<file path="config.mk">
export PLATFORM = sky130hd
export DESIGN_NAME = lcd_drv_nbit
export DESIGN_NICKNAME = d
export VERILOG_FILES = /design/src/rtl/lcd_drv_nbit.sv
export SDC_FILE = /design/constraint.sdc
export NUM_CORES = 1
export LEC_CHECK = 0
export BUFFER_PORTS_ARGS = -buffer_cell sky130_fd_sc_hd__buf_4
export CORE_MARGIN = 2
export CORE_UTILIZATION = 35
export DETAILED_ROUTE_END_ITERATION = 6
export HOLD_SLACK_MARGIN = 0.02
export PLACE_DENSITY = 0.55
export SLEW_MARGIN = 20
export SYNTH_ARGS = -nofsm -noshare
export SYNTH_HDL_FRONTEND = slang
export SYNTH_SLANG_ARGS = --single-unit
</file>
<file path="constraint.sdc">
create_clock -name clk_i -period 2.1 [get_ports clk_i]
set_clock_uncertainty 0.15 [all_clocks]
set_input_delay 0.42 -clock clk_i [delete_from_list [all_inputs] [get_ports clk_i]]
set_output_delay 0.42 -clock clk_i [all_outputs]
set_load 0.05 [all_outputs]
</file>
<file path="src/rtl/lcd_drv_nbit.sv">
// HD44780-class LCD write engine: one byte per valid/ready handshake, sequenced
// as RS/data setup, E pulse, hold and execution wait, over an 8-bit or 4-bit bus.
module lcd_drv_nbit #(
    parameter int BUS_W  = 8,
    parameter int T_SU   = 2,
    parameter int T_EN   = 12,
    parameter int T_HOLD = 2,
    parameter int T_EXEC = 1850,
    parameter int T_LONG = 76000,
    parameter int CNT_W  = 17
) (
    input  logic             clk_i,
    input  logic             rst_n_i,
    input  logic [7:0]       data_i,
    input  logic             rs_i,
    input  logic             data_valid_i,
    output logic             device_ready_o,
    output logic             rs_o,
    output logic             en_o,
    output logic [BUS_W-1:0] lcd_data_o
);

    // Handshake: a byte transfers on a rising edge where data_valid_i and
    // device_ready_o are both 1; while ready is 0 the inputs are ignored and
    // upstream must keep valid asserted until it sees ready.

    localparam logic [2:0] ST_IDLE  = 3'd0;
    localparam logic [2:0] ST_SETUP = 3'd1;
    localparam logic [2:0] ST_PULSE = 3'd2;
    localparam logic [2:0] ST_HOLD  = 3'd3;
    localparam logic [2:0] ST_EXEC  = 3'd4;

    localparam logic [CNT_W-1:0] LD_SU   = CNT_W'(T_SU - 1);
    localparam logic [CNT_W-1:0] LD_EN   = CNT_W'(T_EN - 1);
    localparam logic [CNT_W-1:0] LD_HOLD = CNT_W'(T_HOLD - 1);
    localparam logic [CNT_W-1:0] LD_EXEC = CNT_W'(T_EXEC - 1);
    localparam logic [CNT_W-1:0] LD_LONG = CNT_W'(T_LONG - 1);

    localparam bit TWO_BEATS = (BUS_W == 4);

    logic [2:0]       state;
    logic [CNT_W-1:0] timer;
    logic [7:0]       byte_q;
    logic             beat_q;
    logic             timer_done;
    logic             is_long;

    assign timer_done = (timer == '0);

    // Clear Display (0x01) and Return Home (0x02/0x03) need the long wait;
    // rs_o holds the latched register-select of the byte in flight.
    assign is_long = !rs_o &&
                     ((byte_q[7:1] == 7'b0000000) ||
                      ((byte_q[7:2] == 6'b000000) && byte_q[1]));

    always_ff @(posedge clk_i or negedge rst_n_i) begin
        if (!rst_n_i) begin
            state          <= ST_IDLE;
            timer          <= '0;
            byte_q         <= '0;
            beat_q         <= 1'b0;
            device_ready_o <= 1'b1;
            rs_o           <= 1'b0;
            en_o           <= 1'b0;
            lcd_data_o     <= '0;
        end else begin
            case (state)
                ST_IDLE: begin
                    if (data_valid_i) begin
                        byte_q         <= data_i;
                        rs_o           <= rs_i;
                        // First beat is the whole byte, or the high nibble in 4-bit mode.
                        lcd_data_o     <= data_i[7 -: BUS_W];
                        beat_q         <= 1'b0;
                        device_ready_o <= 1'b0;
                        timer          <= LD_SU;
                        state          <= ST_SETUP;
                    end
                end

                ST_SETUP: begin
                    if (timer_done) begin
                        en_o  <= 1'b1;
                        timer <= LD_EN;
                        state <= ST_PULSE;
                    end else begin
                        timer <= timer - CNT_W'(1);
                    end
                end

                ST_PULSE: begin
                    if (timer_done) begin
                        en_o  <= 1'b0;
                        timer <= LD_HOLD;
                        state <= ST_HOLD;
                    end else begin
                        timer <= timer - CNT_W'(1);
                    end
                end

                ST_HOLD: begin
                    if (timer_done) begin
                        if (TWO_BEATS && !beat_q) begin
                            // Low nibble follows straight away; the LCD only
                            // executes once both nibbles have arrived.
                            beat_q     <= 1'b1;
                            lcd_data_o <= byte_q[BUS_W-1:0];
                            timer      <= LD_SU;
                            state      <= ST_SETUP;
                        end else begin
                            timer <= is_long ? LD_LONG : LD_EXEC;
                            state <= ST_EXEC;
                        end
                    end else begin
                        timer <= timer - CNT_W'(1);
                    end
                end

                ST_EXEC: begin
                    if (timer_done) begin
                        device_ready_o <= 1'b1;
                        state          <= ST_IDLE;
                    end else begin
                        timer <= timer - CNT_W'(1);
                    end
                end

                default: begin
                    en_o           <= 1'b0;
                    device_ready_o <= 1'b1;
                    timer          <= '0;
                    state          <= ST_IDLE;
                end
            endcase
        end
    end

endmodule

</file>
==> results.cfg, run 1 <==
[timing]
final_max_slew_viol_count = 0
fmax_ghz = 0.458
rsz0062_at_grt = yes
timing.final.ws_setup_ps = -85.6
hold_viol = 0
finalCriticalPeriod_ps = 2190
period_share = 1.04
setup_viol = 10
relSlewSlack = 0.691
tightest_slew_ps = 460

[worst_hold_path]
min_delay_path_depth = 2
holdPathEnd = byte_q[0]
min-delay-start = data_i[0]
hold_path.class = in2reg

[global_routing]
track_usage = 0.186
antenna_found_initial = 0
grt_max_degree = 32
grt_pass1_wl_mm = 8.88
grt.overflow.total = 0
grt_pass1_vias = 1842

[yosys]
async_reset_ff_frac = 1.00
yosys.area_share.simple = 0.228
synthMuxAreaShare = 0.0697
synth_edf_count = 0
synth_xor_area_frac = 0.0186
avgSynthCellArea_sq_um = 9.19
synth_top_family_by_area = simple AND/OR/NAND/NOR gates
synth_cells = 205
ys_types = 55
synth_area_sq_um = 1880
synth_fa_ha_area_frac = 0.0126
synth-compound-area-share = 0.204
synth_flop_cell = dfrtp_1
yosys_warnings = 0
synth_nets = 218
yosysSeqAreaShare = 0.412
ys_ff_latch = 31

[pwr]
ir_drop_mv = 0.906
p_total_mw = 3.62
p_per_area_nw_per_um2 = 1270
p_leak_nw = 1.23

[run]
drv_cap = 0

[floorplan]
coreArea_sq_um = 5140
start_util = 0.367
pin_count = 23
die_w_microns = 77.4
fp.dieH_microns = 77.4
die_area_sq_um = 5990
fp-row-count = 26

[cts]
cts_sinks = 31
clock_path_buffers = 2
cts_tree = yes
cts_buffers = 5
path_clk_slew_ps = 80
insertion_delay_ps = 290
htree_levels = 2
cts-root-buf = clkbuf_8

[setup_path]
critical-path-slowest-cell = dfrtp_1
criticalPathCategory = reg2reg
arrival_ps = 2250
worst_path_most_repeated_cell = buf_6
cp_max_fo = 5
reg2reg_depth = 10
crit_path_end_kind = flop
cp_cell_sequence = inv_1, ha_2, nor4b_4, and4_4, buf_6, a21o_4, buf_6, buf_6, a22oi_2, o22ai_1
timing.rr.start = timer[1]
required_ps = 2170
cpPeakStageDelay_ps = 380
cp-start-kind = flop
r2r_setup_slack_ps = -90
reg2reg_to = timer[8]

[routing]
drt_iter0_markers = 179
drc = 0
firstDrtPassIters = 4
routed_wl_mm = 5.59
vias_per_cell = 5.32
avgRoutedWirePerCell_microns = 15.8
vias = 1885
ant_nets = 0

[place]
numPortBuffers = 22
hpwl_mm = 3.79
place_congestion = 0.870
dpl_cell_area_sq_um = 2450

[final_layout]
fin_area_sq_um = 2850
drive_above_1_share = 0.479
nets = 296
antennaDiodeCount = 0
area_growth_syn_to_layout_pct = 51.3
final_cell_mix = buf_4, dfrtp_1, inv_1
layout_commonest_cell = buf_4

[run_status]
status = finished with violations
violations = setup timing
## logic make-up after synthesis
group                    after synthesis
AND/OR/NAND/NOR                       76
XOR/XNOR                               4
adder cells (fa/ha/maj)                2
buffers and inverters                 24
flip-flops                            31
multiplexers                          12
AO/OA/AOI/OAI                         56
## cell usage after synthesis (all sizes together), types with 2 or more instances
library cell | instances | area (sq um)
dfrtp | 30 | 751
nor2 | 17 | 68.8
inv | 16 | 60.1
o21ai | 15 | 75.1
nand2 | 13 | 51.3
mux2 | 9 | 101
nand3 | 9 | 45.0
a21oi | 8 | 43.8
nor4 | 7 | 65.1
a22oi | 6 | 45.0
a31oi | 5 | 31.3
nor3 | 5 | 25.0
o22ai | 5 | 31.3
or3 | 5 | 31.3
buf | 4 | 27.5
clkbuf | 4 | 15.0
nand2b | 4 | 25.0
a2111oi | 3 | 38.8
and2 | 3 | 18.8
mux2i | 3 | 30.0
nand4 | 3 | 18.8
a211oi | 2 | 15.0
a311oi | 2 | 17.5
nor3b | 2 | 15.0
nor4b | 2 | 23.8
o21bai | 2 | 15.0
o32ai | 2 | 17.5
xnor2 | 2 | 17.5
xor2 | 2 | 17.5
## repair_timing
action | 4_1_cts | 5_1_grt
setup buffers | 6 | 7
hold endpoints to repair | 30 | 0
pin swaps | 4 | 20
gates resized for setup | 16 | 26
endpoints found under the setup margin | 18 | 16
hold buffers | 1 | 0
## registers in the layout, summed over array words and instances, names as in the netlist
register and flops:
timer 17, byte_q 8, state 3, device_ready_o 1
en_o 1, rs_o 1
## per-layer routing
| metal | vias to the layer above | routed length, microns | track usage |
|---|---|---|---|
| met5 | - | 0 | 0 |
| met4 | 0 | 55 | 0.0589 |
| met3 | 6 | 280 | 0.0349 |
| met2 | 44 | 2790 | 0.307 |
| met1 | 924 | 2460 | 0.247 |
| li1 | 911 | - | - |
## report_power, final
group / total (mW) / internal, mW / switching (mW)
clock: 0.498 / 0.237 / 0.262
combinational: 2.03 / 0.943 / 1.09
sequential: 1.09 / 0.854 / 0.236
total: 3.62 / 2.03 / 1.59
## metrics by stage
step	TNS (ps)	utilization	cells	setup slack [ps]	hold WS, ps
after detailed placement	-1320	0.477	333	-166	242
after CTS	-46.0	0.524	348	-24.6	198
after floorplan	-18.8	-	205	-18.8	-25.6
after global routing	-1780	0.555	354	-167	197
final	-391	0.555	354	-85.6	206
after global placement	-881	0.477	333	-223	231
## cell type report
class | instances | area (sq um)
sequential | 31 | 782
timing repair buffer | 79 | 626
multi-input combinational | 150 | 1200
tap | 70 | 87.6
fill | 483 | 2290
inverter | 16 | 60.1
clock inverter | 3 | 25.0
clock buffer | 5 | 68.8
## how the worst max path moves through the flow
stage | start | end | slack (ps) | cells past startpoint
CTS | timer[0] | timer[14] | -20 | 8
floorplan | byte_q[5] | timer[2] | -20 | 5
global placement | timer[0] | timer[12] | -220 | 8
detailed placement | timer[0] | timer[12] | -170 | 8
global route | timer[1] | timer[8] | -170 | 8
finish | timer[1] | timer[8] | -90 | 10
## critical path, delay by kind of cell (launching register included)
family	cells	cell delay, ps
AND/OR/NAND/NOR	2	570
AO/OA/AOI/OAI	3	410
buffers and inverters	4	400
flip-flops	1	380
adder cells (fa/ha/maj)	1	200
(Power assumes the default switching activity.)
==> run 2: changes to the inputs <==
- CORE_ASPECT_RATIO: not set -> 1.5
- REMOVE_ABC_BUFFERS: not set -> 1
==> results.cfg, run 2 (synthesized netlist as in run 1, its figures left out) <==
[run_status]
status = complete, no violations

[routing]
vias_per_cell = 5.42
avgRoutedWirePerCell_microns = 16.0
ant_nets = 0
vias = 1865
drc = 0
drt_iter0_markers = 96
routed_wl_mm = 5.49
firstDrtPassIters = 4

[place]
numPortBuffers = 22
hpwl_mm = 4.02
place_congestion = 0.857

[pwr]
power_switching_mw = 1.48
p_per_area_nw_per_um2 = 1250
clkPwrFrac = 0.144
pwr-share-seq = 0.314
p_leak_nw = 1.18
switching_share = 0.432
comb_power_share = 0.542
intPower_mw = 1.94
ir_drop_mv = 0.730

[setup_path]
required_ps = 2140
cp-start-kind = flop
cp_max_fo = 5
crit_path_end_kind = flop
criticalPathCategory = reg2reg
arrival_ps = 2140

[final_layout]
top_register = timer
nets = 288
layout_commonest_cell = buf_4
final_cell_mix = buf_4, dfrtp_1, inv_1
drive_above_1_share = 0.442
antennaDiodeCount = 0
area_growth_syn_to_layout_pct = 45.0
largest_reg_flops = 17
reg.largest.list = timer: 17 flops, byte_q: 8 flops, state: 3 flops

[timing]
hold_viol = 0
relSlewSlack = 0.711
final_max_slew_viol_count = 0
finalCriticalPeriod_ps = 2100
finalSetupTns_ps = 0
fmax_ghz = 0.477
rsz0062_at_grt = yes
setup_viol = 0
period_share = 0.999
tightest_slew_ps = 432
fin_hold_ws_ps = 215

[global_routing]
antenna_found_initial = 0
grt_max_degree = 32
grt.overflow.total = 0
track_usage = 0.189
grt_pass1_wl_mm = 8.79
grt_pass1_vias = 1907

[floorplan]
fp.dieH_microns = 93.9
fp-row-count = 32
die_area_sq_um = 6000
coreArea_sq_um = 5160
start_util = 0.365
die_w_microns = 63.9
pin_count = 23

[cts]
htree_levels = 2
cts_sinks = 31
path_clk_slew_ps = 70
clock_path_buffers = 2
cts-root-buf = clkbuf_8
cts_buffers = 5
cts_tree = yes
insertion_delay_ps = 280

[worst_hold_path]
hold_path.class = in2reg

[run]
drv_cap = 0
-- run 2: changes by cell type in the layout (fill, tap and decap cells not counted), sizes merged --
| cell | delta |
|---|---|
| a21o | +1 |
| clkinvlp | -1 |
| buf | -9 |
| clkbuf | +2 |
| clkinv | -1 |
-- run 2: critical path: stages, from the launching register on --
cell     delay, ps
dfrtp_1        380
inv_1           60
ha_2           180
nor4b_4        270
and4_4         310
buf_6          110
a21o_4         170
buf_6          110
a22oi_1         70
o22ai_1        190
-- run 2: area by class of cell --
class | count | area, sq um
Clock buffer | 7 | 86.3
Clock inverter | 1 | 5.00
Fill cell | 470 | 2430
Inverter | 16 | 60.1
Multi-Input combinational cell | 151 | 1160
Sequential cell | 31 | 777
Tap cell | 68 | 85.1
Timing Repair Buffer | 70 | 558
-- run 2: final timing paths --
check                      cells past startpoint  startpoint        endpoint  slack, ps
max                                            9    timer[1]        timer[5]          1
min                                            2   data_i[6]       byte_q[6]        220
max reg2reg                                    9    timer[1]        timer[5]          1
min reg2reg                                    1   byte_q[0]       byte_q[0]        360
max in group asynchronous                      2     rst_n_i  device_ready_o       1010
min in group asynchronous                      2     rst_n_i       byte_q[7]        470
-- run 2: layer usage --
metal / vias to the layer above / track usage / part of all wire
li1: 902 / - / -
met1: 905 / 0.206 / 0.40
met2: 45 / 0.349 / 0.54
met3: 13 / 0.0336 / 0.037
met4: 0 / 0.0851 / 0.025
met5: - / 0 / 0
-- run 2: through the flow --
step / cell area [sq um] / total power [mW] / utilization / std cells / setup slack, ps
2_1_floorplan: 1840 / 2.06 / - / 197 / -148
3_3_place_gp: 2430 / 2.77 / 0.470 / 332 / -151
3_5_place_dp: 2430 / 2.79 / 0.470 / 332 / -205
4_1_cts: 2580 / 3.34 / 0.500 / 341 / -1.08
5_1_grt: 2730 / 3.61 / 0.529 / 344 / -62.8
6_report: 2730 / 3.41 / 0.529 / 344 / 1.47
-- run 2: timing repair --
action / 4_1_cts / 5_1_grt
resized for setup: 9 / 31
hold endpoints to repair: 30 / 0
setup endpoints to repair: 20 / 19
pin swaps: 2 / 22
buffers inserted: 0 / 3
hold buffers: 1 / 0
gates cloned: 0 / 1
-- run 2: power by group through the flow --
stage | Clock [mW] | Sequential [mW] | Combinational [mW]
3_5_place_dp | 0 | 1.06 | 1.72
2_1_floorplan | 0 | 1.43 | 0.622
4_1_cts | 0.512 | 1.07 | 1.76
6_report | 0.491 | 1.07 | 1.85
3_3_place_gp | 0 | 1.06 | 1.71
5_1_grt | 0.529 | 1.10 | 1.98
